### config.mk
export PLATFORM = sky130hd
export DESIGN_NAME = neuron_argmax
export DESIGN_NICKNAME = d
export VERILOG_FILES = /design/src/rtl/neuron_argmax_pkg.sv /design/src/rtl/neuron_argmax.sv
export SDC_FILE = /design/constraint.sdc
export NUM_CORES = 1
export LEC_CHECK = 0
export CORE_UTILIZATION = 50
export DETAILED_ROUTE_END_ITERATION = 8
export PLACE_DENSITY = 0.79
export SYNTH_ARGS = -nofsm -noshare
export SYNTH_HDL_FRONTEND = slang
export SYNTH_SLANG_ARGS = --single-unit
### constraint.sdc
create_clock -name clk -period 10.3 [get_ports clk]
set_input_delay 2.06 -clock clk [delete_from_list [all_inputs] [get_ports clk]]
set_output_delay 2.06 -clock clk [all_outputs]
set_load 0.02 [all_outputs]
### src/rtl/neuron_argmax_pkg.sv
// Shared sizing and state encoding for the output-layer argmax stage.
// Score widths match the neuron layer so the packed score bus lines up.
package neuron_argmax_pkg;

    localparam int NUM_NEURONS  = 10;
    localparam int OUTPUT_WIDTH = 26;
    localparam int CLASS_WIDTH  = 4;

    localparam logic [CLASS_WIDTH-1:0] LAST_IDX = CLASS_WIDTH'(NUM_NEURONS - 1);

    typedef enum logic {
        IDLE = 1'b0,
        SCAN = 1'b1
    } state_t;

endpackage

### src/rtl/neuron_argmax.sv
// Serial argmax over the neuron scores: snapshot on start, one signed compare
// per cycle, registered winner index/value with a one-cycle done pulse.
module neuron_argmax
    import neuron_argmax_pkg::*;
(
    input  logic                                clk,
    input  logic                                rst,
    input  logic [NUM_NEURONS*OUTPUT_WIDTH-1:0] IN_SCORES,
    input  logic                                start,
    output logic                                busy,
    output logic                                done,
    output logic [CLASS_WIDTH-1:0]              CLASS,
    output logic [OUTPUT_WIDTH-1:0]             MAX_SCORE
);

    state_t state, next_state;
    logic [CLASS_WIDTH-1:0] cnt;
    logic load, step, finish;

    logic signed [OUTPUT_WIDTH-1:0] snap_p0 [NUM_NEURONS];
    logic signed [OUTPUT_WIDTH-1:0] best_val_p0;
    logic        [CLASS_WIDTH-1:0]  best_idx_p0;

    logic signed [OUTPUT_WIDTH-1:0] cand;
    logic                           gt;
    logic signed [OUTPUT_WIDTH-1:0] win_val;
    logic        [CLASS_WIDTH-1:0]  win_idx;

    always_comb begin
        next_state = state;
        load       = 1'b0;
        step       = 1'b0;
        finish     = 1'b0;
        case (state)
            IDLE: begin
                if (start) begin
                    next_state = SCAN;
                    load       = 1'b1;
                end
            end
            SCAN: begin
                step = 1'b1;
                if (cnt == LAST_IDX) begin
                    next_state = IDLE;
                    finish     = 1'b1;
                end
            end
            default: next_state = IDLE;
        endcase
    end

    // Strict greater-than: an equal later score never displaces the current best,
    // so ties go to the lowest index.
    always_comb begin
        cand    = snap_p0[cnt];
        gt      = cand > best_val_p0;
        win_val = gt ? cand : best_val_p0;
        win_idx = gt ? cnt  : best_idx_p0;
    end

    always_ff @(posedge clk) begin
        if (rst) begin
            state     <= IDLE;
            cnt       <= '0;
            done      <= 1'b0;
            CLASS     <= '0;
            MAX_SCORE <= '0;
        end else begin
            state <= next_state;
            done  <= finish;
            if (load) begin
                cnt <= CLASS_WIDTH'(1);
            end else if (step) begin
                cnt <= cnt + CLASS_WIDTH'(1);
            end
            if (finish) begin
                CLASS     <= win_idx;
                MAX_SCORE <= win_val;
            end
        end
    end

    // Snapshot and running best are pure datapath; the FSM guards their use.
    always_ff @(posedge clk) begin
        if (load) begin
            for (int i = 0; i < NUM_NEURONS; i++) begin
                snap_p0[i] <= IN_SCORES[i*OUTPUT_WIDTH +: OUTPUT_WIDTH];
            end
            best_val_p0 <= IN_SCORES[0 +: OUTPUT_WIDTH];
            best_idx_p0 <= '0;
        end else if (step) begin
            best_val_p0 <= win_val;
            best_idx_p0 <= win_idx;
        end
    end

    assign busy = (state == SCAN);

endmodule

==> out/qor.yml, run 1 <==
postCtsHoldBufs: 0
cts-root-buf: "clkbuf_16"
ant_nets: 0
io_pins: 295
worst-setup-path-type: "reg2reg"
first_pass_iters: 7
cp_max_fo: 41
internal_power_mw: 2.55
p_sw_frac: 0.235
clock_path_buffers: 3
maxSlewHeadroom: 0.293
max_cap_viol_count: 0
start_kind: "register"
start_util: 0.512
hold_viol: 0
grtUsageMet2: 0.373
worstPathRequired_ps: 10520
fin_skew_ps: 12.1
cp.arrival_ps: 6290
final_area_sq_um: 17800
regToRegSetupSlack_ps: 4230
syn_area_sq_um: 13400
drv_slew: 0
coreArea_sq_um: 26200
port_buffers: 294
synth.distinct_cells: 40
cts_inserted_buffers: 35
yosys_warnings: 0
dieArea_sq_um: 27500
cts.sinks: 326
post_route_cells_drive_above_1_share: 0.138
track_usage: 0.218
place_ws_ps: 4130
fill_cells: 1757
grt_max_degree: 118
switching_power_mw: 0.781
period_needed_ps: 6070
grt_pass1_wl_mm: 46.0
drtIter0Drc: 619
hp-start: "best_idx_p0[1]"
cts_resized: 0
timing.final.ws_setup_ps: 4230
synthFlopType: "edfxtp_1"
post_cts_buffers: 0
grt_pass1_vias: 8405
vias: 7957
drc: 17
fmax_mhz: 165
rr_startpoint: "cnt[0]"
antenna_cells: 0
ys_seq_elements: 326
yosysSeqAreaShare: 0.700
seqPwrFrac: 0.477
final_cell_mix: "clkdlybuf4s50_1 (293), edfxtp_1 (286), nor2_1 (63), a21oi_1 (58), mux2i_1 (55)"
clk_latency_ps: 510
met1_usage: 0.281
power.share.clock: 0.369
status: "finished, violations left"
synth_area_per_cell_sq_um: 16.8
place_congestion: 0.765
synthCells: 798
setup_tns_ps: 0
worst_pin_slew_ps: 1060
clk_pin_slew_ps: 60
layout.cells.most_common: "clkdlybuf4s50_1"
combPwrFrac: 0.154
grt-busiest-layer: "met2"
place_area_sq_um: 16700
antenna_found_initial: 0
nets: 1384
holdPathEnd: "best_idx_p0[1]"
postRouteWirelength_mm: 29.7
reg2reg_depth: 15
powerDensity_nw_per_um2: 187
wl_per_cell_um: 20.4
end_kind: "register"
synthArstFlopShare: 0
r2r-end: "best_val_p0[3]"
drt-vias-per-instance: 5.47
power_leakage_nw: 6.19
setup-violations-final: 0
fp.dieW_um: 166
rows: 59
peakVddDrop_mv: 0.119
grt_setup_unrepaired: "false"
min_path_type: "reg2reg"
synth-edff-count: 286
die_h_um: 166
grt_overflow: 0
timing.final.crit_share: 0.590
syn2layout_area_growth_pct: 32.6
violations: "DRC"
hold_depth: 2
ff_latch_area_sq_um: 9400
synth_nets: 1089
cts.htree.levels: 2
cts_tree: "yes"
multi_input_area_sq_um: 3700
grtUsageMet3: 0.0520
dpl.hpwl_mm: 19.8
-- kinds of logic after synthesis --
logic type      share of synthesized area
flops                               0.700
compound gates                     0.0742
simple gates                       0.0421
mux                                 0.131
buf+inv                            0.0249
fa+ha+maj                          0.0261
xor+xnor                          0.00131
-- registers in the layout, summed over array words and instances, names as in the netlist --
name         flops
best_idx_p0      4
snap_p0        260
done             1
best_val_p0     26
busy             1
CLASS            4
MAX_SCORE       26
cnt              4
-- Yosys cell counts (2+ instances only) --
cell      count  area, sq um
edfxtp_1    286         8590
nor2_1       63          236
a21oi_1      58          290
mux2i_1      55          551
mux4_2       52         1170
dfxtp_1      40          801
clkbuf_1     34          128
inv_1        33          124
a211oi_1     30          225
ha_1         28          350
a211oi_2     26          325
nor2b_1      25          156
nand2_1      11         41.3
buf_2         9         45.0
o21ai_0       8         40.0
nand4_1       7         43.8
nor3_1        4         20.0
buf_6         3         33.8
nand2b_1      3         18.8
mux2_2        2         22.5
xor2_1        2         17.5
-- per-layer routing --
| metal | up-vias | part of all wire |
|---|---|---|
| met4 | 0 | 0.017 |
| met1 | 3899 | 0.41 |
| met3 | 40 | 0.075 |
| met2 | 298 | 0.50 |
| li1 | 3720 | - |
| met5 | - | 0 |
-- worst max path at each step --
stage           start             end
2_1_floorplan   start   snap_p0[0][0]
3_5_place_dp   cnt[0]  best_val_p0[3]
6_report       cnt[0]  best_val_p0[3]
5_1_grt        cnt[0]  best_val_p0[3]
4_1_cts        cnt[0]  best_val_p0[3]
3_3_place_gp   cnt[0]  best_val_p0[2]
-- area by class of cell --
type | instances | area share
Clock buffer | 48 | 0.0544
Tap cell | 335 | 0.0236
Clock inverter | 15 | 0.00851
Multi-Input combinational cell | 392 | 0.208
Sequential cell | 326 | 0.528
Timing Repair Buffer | 305 | 0.170
Inverter | 33 | 0.00739
-- per-stage QoR --
stage	instances	hold WS, ps	util	total power [mW]
2_1_floorplan	798	424	-	1.96
3_3_place_gp	1391	439	0.636	2.12
3_5_place_dp	1391	449	0.636	2.14
4_1_cts	1454	463	0.679	3.37
5_1_grt	1454	483	0.679	3.47
6_report	1454	464	0.679	3.33
-- worst max-delay path, stage by stage (launching register included) --
cell	delay (ps)
dfxtp_4	890
buf_4	570
buf_4	420
mux4_2	540
nor2b_1	140
a211oi_1	230
a21oi_1	110
ha_1	370
nand4_1	120
nor3_2	180
nand4_1	180
o2111ai_1	360
mux2i_4	690
buf_4	460
mux2i_1	320
a21oi_1	110
-- power groups by stage --
stage,Combinational (mW),Clock [mW],Sequential [mW]
detailed placement,0.518,0,1.62
global route,0.561,1.31,1.60
floorplan,0.346,0,1.61
global placement,0.507,0,1.61
CTS,0.523,1.25,1.59
finish,0.513,1.23,1.59
(Power assumes the default switching activity.)
==> run 2: changes to the inputs <==
--- a/config.mk
+++ b/config.mk
@@ -5,9 +5,9 @@
 export SDC_FILE = /design/constraint.sdc
 export NUM_CORES = 1
 export LEC_CHECK = 0
-export CORE_UTILIZATION = 50
+export CORE_UTILIZATION = 46
 export DETAILED_ROUTE_END_ITERATION = 8
-export PLACE_DENSITY = 0.79
+export PLACE_DENSITY = 0.77
 export SYNTH_ARGS = -nofsm -noshare
 export SYNTH_HDL_FRONTEND = slang
 export SYNTH_SLANG_ARGS = --single-unit
==> constraint.sdc (replaced) <==
create_clock -name clk -period 5.4 [get_ports clk]
set_input_delay 1.08 -clock clk [delete_from_list [all_inputs] [get_ports clk]]
set_output_delay 1.08 -clock clk [all_outputs]
set_load 0.02 [all_outputs]
==> run 2 against run 1 <==
Against the previous run: the flow now finishes without violations; critical path depth shrank 1; flip-flop and latch count is the same; combinational power grew 99%; register-to-register slack lost 3600 ps; global-route usage shrank 1.4 points; die area grew 8.6%; fmax grew 26%; core utilization shrank 5.0 points; critical path type unchanged.
==> out/qor.yml, run 2 (same netlist as run 1, synthesis figures left out) <==
ant_nets: 0  # unchanged
power_leakage_nw: 6.27  # +1.3%
cp_max_fo: 19  # -54%
nets: 1388  # +0.29%
fin_cells: 1506  # +3.6%
start_kind: "register"
timing.final.ws_setup_ps: 595  # -3630 ps
total_power_mw: 6.59  # +98%
antenna_cells: 0  # unchanged
dieArea_sq_um: 29800  # +8.6%
setup-violations-final: 0  # unchanged
antenna_found_initial: 0  # unchanged
placedCellCount: 1443  # +3.7%
regToRegSetupSlack_ps: 600  # -3630 ps
fmax_mhz: 208  # +26%
r2r-end: "best_val_p0[14]"
min_path_type: "reg2reg"
coreArea_sq_um: 28700  # +9.5%
cp.arrival_ps: 5030  # -1260 ps
worstPathRequired_ps: 5630  # -4890 ps
layout.cells.most_common: "clkdlybuf4s50_1"
fp.dieW_um: 173  # +4.2%
die_h_um: 173  # +4.2%
place_congestion: 0.775  # +1.2%
clk_pin_slew_ps: 60  # about the same
grt_overflow: 0  # unchanged
cts_tree: "yes"
final_cell_mix: "clkdlybuf4s50_1 (293), edfxtp_1 (286), nor2_1 (63), a21oi_1 (58), mux2i_1 (55)"
setup_tns_ps: 0  # unchanged
start_util: 0.467  # -0.0445
drv_slew: 0  # unchanged
syn2layout_area_growth_pct: 34.6
fin_skew_ps: 14.5  # +2.33 ps
cts_inserted_buffers: 36  # +2.9%
period_needed_ps: 4800  # -1270 ps
endpoint: "best_val_p0[14]"
place_ws_ps: 551  # -3580 ps
hold_depth: 2  # unchanged
maxSlewHeadroom: 0.310  # +0.0170
clk_latency_ps: 500  # about the same
peakVddDrop_mv: 0.287  # +140%
worst_pin_slew_ps: 1030  # -25.5 ps
rr_startpoint: "cnt[0]"
reg_top3: "snap_p0 (260), MAX_SCORE (26), best_val_p0 (26)"
grt_max_degree: 188  # +59%
drtIter0Drc: 446  # -28%
vias: 7957  # unchanged
port_buffers: 294  # unchanged
timing.final.crit_share: 0.890  # +0.300
fill_cells: 2069  # +18%
cts-root-buf: "clkbuf_16"
wl_per_cell_um: 20.2  # -1.3%
final_util: 0.629  # -0.0498
final_area_sq_um: 18000  # +1.5%
cts_resized: 0  # unchanged
hold_viol: 0  # unchanged
dpl.hpwl_mm: 20.6  # +4.1%
worstSetupStartpoint: "cnt[0]"
track_usage: 0.205  # -0.0136
cts.sinks: 326  # unchanged
end_kind: "register"
post_cts_buffers: 0  # unchanged
hold_ws_ps: 473  # +9.25 ps
cts.htree.levels: 2  # unchanged
rows: 62  # +5.1%
largest_register_ffs: 260  # unchanged
max_cap_viol_count: 0  # unchanged
clock_path_buffers: 3  # unchanged
post_route_cells_drive_above_1_share: 0.143  # +0.00587
status: "complete, no violations"
reg2reg_depth: 14  # -1
largest_register: "snap_p0"
grt_pass1_wl_mm: 47.0  # +2.3%
grt_setup_unrepaired: "false"
first_pass_iters: 5  # -2
worst-setup-path-type: "reg2reg"
postCtsHoldBufs: 0  # unchanged
drt-vias-per-instance: 5.28  # -3.5%
place_area_sq_um: 16800  # +0.86%
powerDensity_nw_per_um2: 365  # +95%
drc: 0  # -17
postRouteWirelength_mm: 30.4  # +2.3%
grt_pass1_vias: 8459  # +0.64%
io_pins: 295  # unchanged
## run 2: where the power goes
part	switching, mW	leakage [nW]	total (mW)	internal (mW)
logic	0.499	2.61	1.02	0.518
clock network	0.955	0.605	2.55	1.60
registers	0.0661	3.06	3.02	2.96
total	1.52	6.27	6.59	5.07
## run 2: cell type report
| class | instances | area (sq um) | share of cell area |
|---|---|---|---|
| Tap cell | 384 | 480 | 0.0266 |
| Sequential cell | 326 | 9400 | 0.521 |
| Inverter | 33 | 128 | 0.00707 |
| Clock buffer | 47 | 1000 | 0.0556 |
| Multi-Input combinational cell | 392 | 3710 | 0.206 |
| Timing Repair Buffer | 308 | 3090 | 0.171 |
| Clock inverter | 16 | 236 | 0.0131 |
## run 2: how the worst min path moves through the flow
stage,endpoint,start
2_1_floorplan,best_idx_p0[1],best_idx_p0[1]
3_5_place_dp,best_idx_p0[1],best_idx_p0[1]
3_3_place_gp,best_idx_p0[1],best_idx_p0[1]
4_1_cts,best_idx_p0[1],best_idx_p0[1]
6_report,best_idx_p0[1],best_idx_p0[1]
5_1_grt,best_idx_p0[1],best_idx_p0[1]
## run 2: routing by layer
layer  vias up  part of all wire  global-route usage
li1       3718                 -                   -
met1      3909              0.40               0.260
met2       279              0.51               0.352
met3        51             0.065              0.0479
met4         0             0.022              0.0564
met5         -                 0                   0
## run 2: critical path, cell delays in order (launching register included)
cell and delay (ps):
dfxtp_4 560, buf_4 410, mux4_2 550, nor2b_1 140, a211oi_1 220, a21oi_1 110, ha_1 320, nand4_1 260
a211oi_1 350, a2111oi_2 90, o2111ai_1 330, mux2i_4 290, buf_4 400, mux2i_1 340, a21oi_1 110
==> run 3: changes to the inputs <==
--- a/config.mk
+++ b/config.mk
@@ -5,6 +5,7 @@
 export SDC_FILE = /design/constraint.sdc
 export NUM_CORES = 1
 export LEC_CHECK = 0
+export CORE_MARGIN = 8
 export CORE_UTILIZATION = 46
 export DETAILED_ROUTE_END_ITERATION = 8
 export PLACE_DENSITY = 0.77
==> run 3 against run 2 <==
Against the previous run: hold slack lost 3.3 ps; register-to-register slack gained 90 ps; clock power shrank 11%; flip-flop and latch count is the same; clock skew grew 3.3 ps; sequential power is essentially flat; global-route usage shrank 2.7 points; critical path type unchanged.
==> out/qor.yml, run 3 (same netlist as run 1, synthesis figures left out) <==
io_pins: 295  # unchanged
syn2layout_area_growth_pct: 33.9
cts.sinks: 326  # unchanged
wl_per_cell_um: 20.9  # +3.8%
hold_ws_ps: 470  # -3.26 ps
slowest_stage: "dfxtp_4"
cts_tree: "yes"
cp_max_fo: 34  # +15
clock_path_buffers: 3  # unchanged
coreArea_sq_um: 28700  # unchanged
start_kind: "register"
cts.htree.levels: 2  # unchanged
postRouteWirelength_mm: 31.6  # +4.2%
ant_nets: 0  # unchanged
postCtsHoldBufs: 0  # unchanged
timing.final.crit_share: 0.873  # -0.0164
placedCellCount: 1447  # +0.28%
nets: 1392  # +0.29%
largest_register: "snap_p0"
reg2reg_depth: 14  # unchanged
worst_pin_slew_ps: 1070  # +36.2 ps
reg_top3: "snap_p0 (260), MAX_SCORE (26), best_val_p0 (26)"
dpl.hpwl_mm: 22.8  # +11%
hold_depth: 1  # -1
rows: 62  # unchanged
antenna_cells: 0  # unchanged
crit_path_max_incr_delay_ps: 620  # +60 ps
maxSlewHeadroom: 0.286  # -0.0241
regToRegSetupSlack_ps: 680  # +90 ps
setup-violations-final: 0  # unchanged
worst-setup-path-type: "reg2reg"
port_buffers: 294  # unchanged
antenna_found_initial: 1  # +1
critPathTopFamily: "multiplexers"
post_cts_buffers: 0  # unchanged
cts_resized: 0  # unchanged
first_pass_iters: 4  # -1
rr_startpoint: "cnt[0]"
clk_latency_ps: 500  # about the same
grt_setup_unrepaired: "false"
layout.cells.most_common: "clkdlybuf4s50_1"
setup_tns_ps: 0  # unchanged
grt_max_degree: 82  # -56%
end_kind: "register"
hold_viol: 0  # unchanged
r2r-end: "best_val_p0[11]"
die_h_um: 187  # +8.1%
start_util: 0.467  # unchanged
cts-root-buf: "clkbuf_16"
grt_pass1_vias: 8704  # +2.9%
powerDensity_nw_per_um2: 352  # -3.7%
final_cell_mix: "clkdlybuf4s50_1 (293), edfxtp_1 (286), nor2_1 (63), a21oi_1 (58), mux2i_1 (55)"
cts_inserted_buffers: 36  # unchanged
min_path_type: "reg2reg"
drtIter0Drc: 457  # +2.5%
fp.dieW_um: 187  # +8.1%
holdPathEnd: "best_idx_p0[0]"
peakVddDrop_mv: 0.253  # -12%
drc: 0  # unchanged
post_route_cells_drive_above_1_share: 0.140  # -0.00330
worstPathRequired_ps: 5620  # about the same
drt-vias-per-instance: 5.22  # -1.2%
hp-start: "best_idx_p0[0]"
grt_overflow: 0  # unchanged
drv_slew: 0  # unchanged
dieArea_sq_um: 34900  # +17%
status: "complete, no violations"
fmax_mhz: 212  # +1.9%
clk_pin_slew_ps: 60  # about the same
power_leakage_nw: 6.21  # -0.94%
total_power_mw: 6.31  # -4.2%
path_cells: "buf_4, mux4_2, nor2b_1, a211oi_1, a21oi_1, ha_1, nand4_1, a211oi_1, a2111oi_2, o2111ai_1, mux2i_4, buf_12, mux2i_1, a21oi_1"
path_depth: 14  # unchanged
critPathBufInv: 2  # unchanged
largest_register_ffs: 260  # unchanged
fin_skew_ps: 17.7  # +3.26 ps
cp.arrival_ps: 4940  # -90 ps
place_congestion: 0.760  # -1.8%
period_needed_ps: 4720  # -88.7 ps
grt_pass1_wl_mm: 49.0  # +4.2%
vias: 7886  # -0.89%
max_cap_viol_count: 0  # unchanged
fin_cells: 1511  # +0.33%
track_usage: 0.178  # -0.0268
-- run 3: cell count changes in the layout (fill, tap and decap cells not counted) --
cell,delta
buf_4,+3
clkinvlp_4,+2
clkbuf_1,+10
inv_1,-1
and4b_2,-1
buf_12,+1
clkinv_1,-1
clkinv_4,-2
clkbuf_8,-1
and4b_4,+1
bufinv_16,-5
clkinv_2,-1
-- run 3: worst max-delay path by stage --
stage	from	endpoint	slack, ps
floorplan	start	snap_p0[0][0]	-30
global placement	cnt[0]	best_val_p0[0]	720
detailed placement	cnt[0]	best_val_p0[11]	640
CTS	cnt[0]	best_val_p0[11]	600
global route	cnt[0]	best_val_p0[11]	280
finish	cnt[0]	best_val_p0[11]	680
-- run 3: per-layer routing --
layer | global-route usage | wire [um] | part of all wire | up-vias
li1 | - | - | - | 3731
met1 | 0.214 | 12500 | 0.40 | 3842
met2 | 0.307 | 16000 | 0.50 | 268
met3 | 0.0556 | 2480 | 0.078 | 43
met4 | 0.0449 | 633 | 0.020 | 2
met5 | 0 | 13 | 0.00041 | -
-- run 3: final cells by class --
class / count / area, sq um
multi-input combinational: 392 / 3710
fill: 2090 / 10800
clock buffer: 56 / 1030
tap: 384 / 480
inverter: 33 / 128
sequential: 326 / 9400
clock inverter: 8 / 71.3
timing repair buffer: 312 / 3140
-- run 3: through the flow --
| stage | util | instance area [sq um] | setup WS, ps |
|---|---|---|---|
| 4_1_cts | 0.625 | 18000 | 604 |
| 5_1_grt | 0.625 | 18000 | 280 |
| 2_1_floorplan | - | 13400 | -33.3 |
| 3_3_place_gp | 0.587 | 16900 | 724 |
| 6_report | 0.625 | 18000 | 684 |
| 3_5_place_dp | 0.587 | 16900 | 643 |
-- run 3: where the power goes --
part | leakage [nW] | internal [mW] | switching (mW) | total (mW)
combinational | 2.63 | 0.529 | 0.485 | 1.01
clock | 0.524 | 1.36 | 0.918 | 2.27
sequential | 3.06 | 2.96 | 0.0688 | 3.02
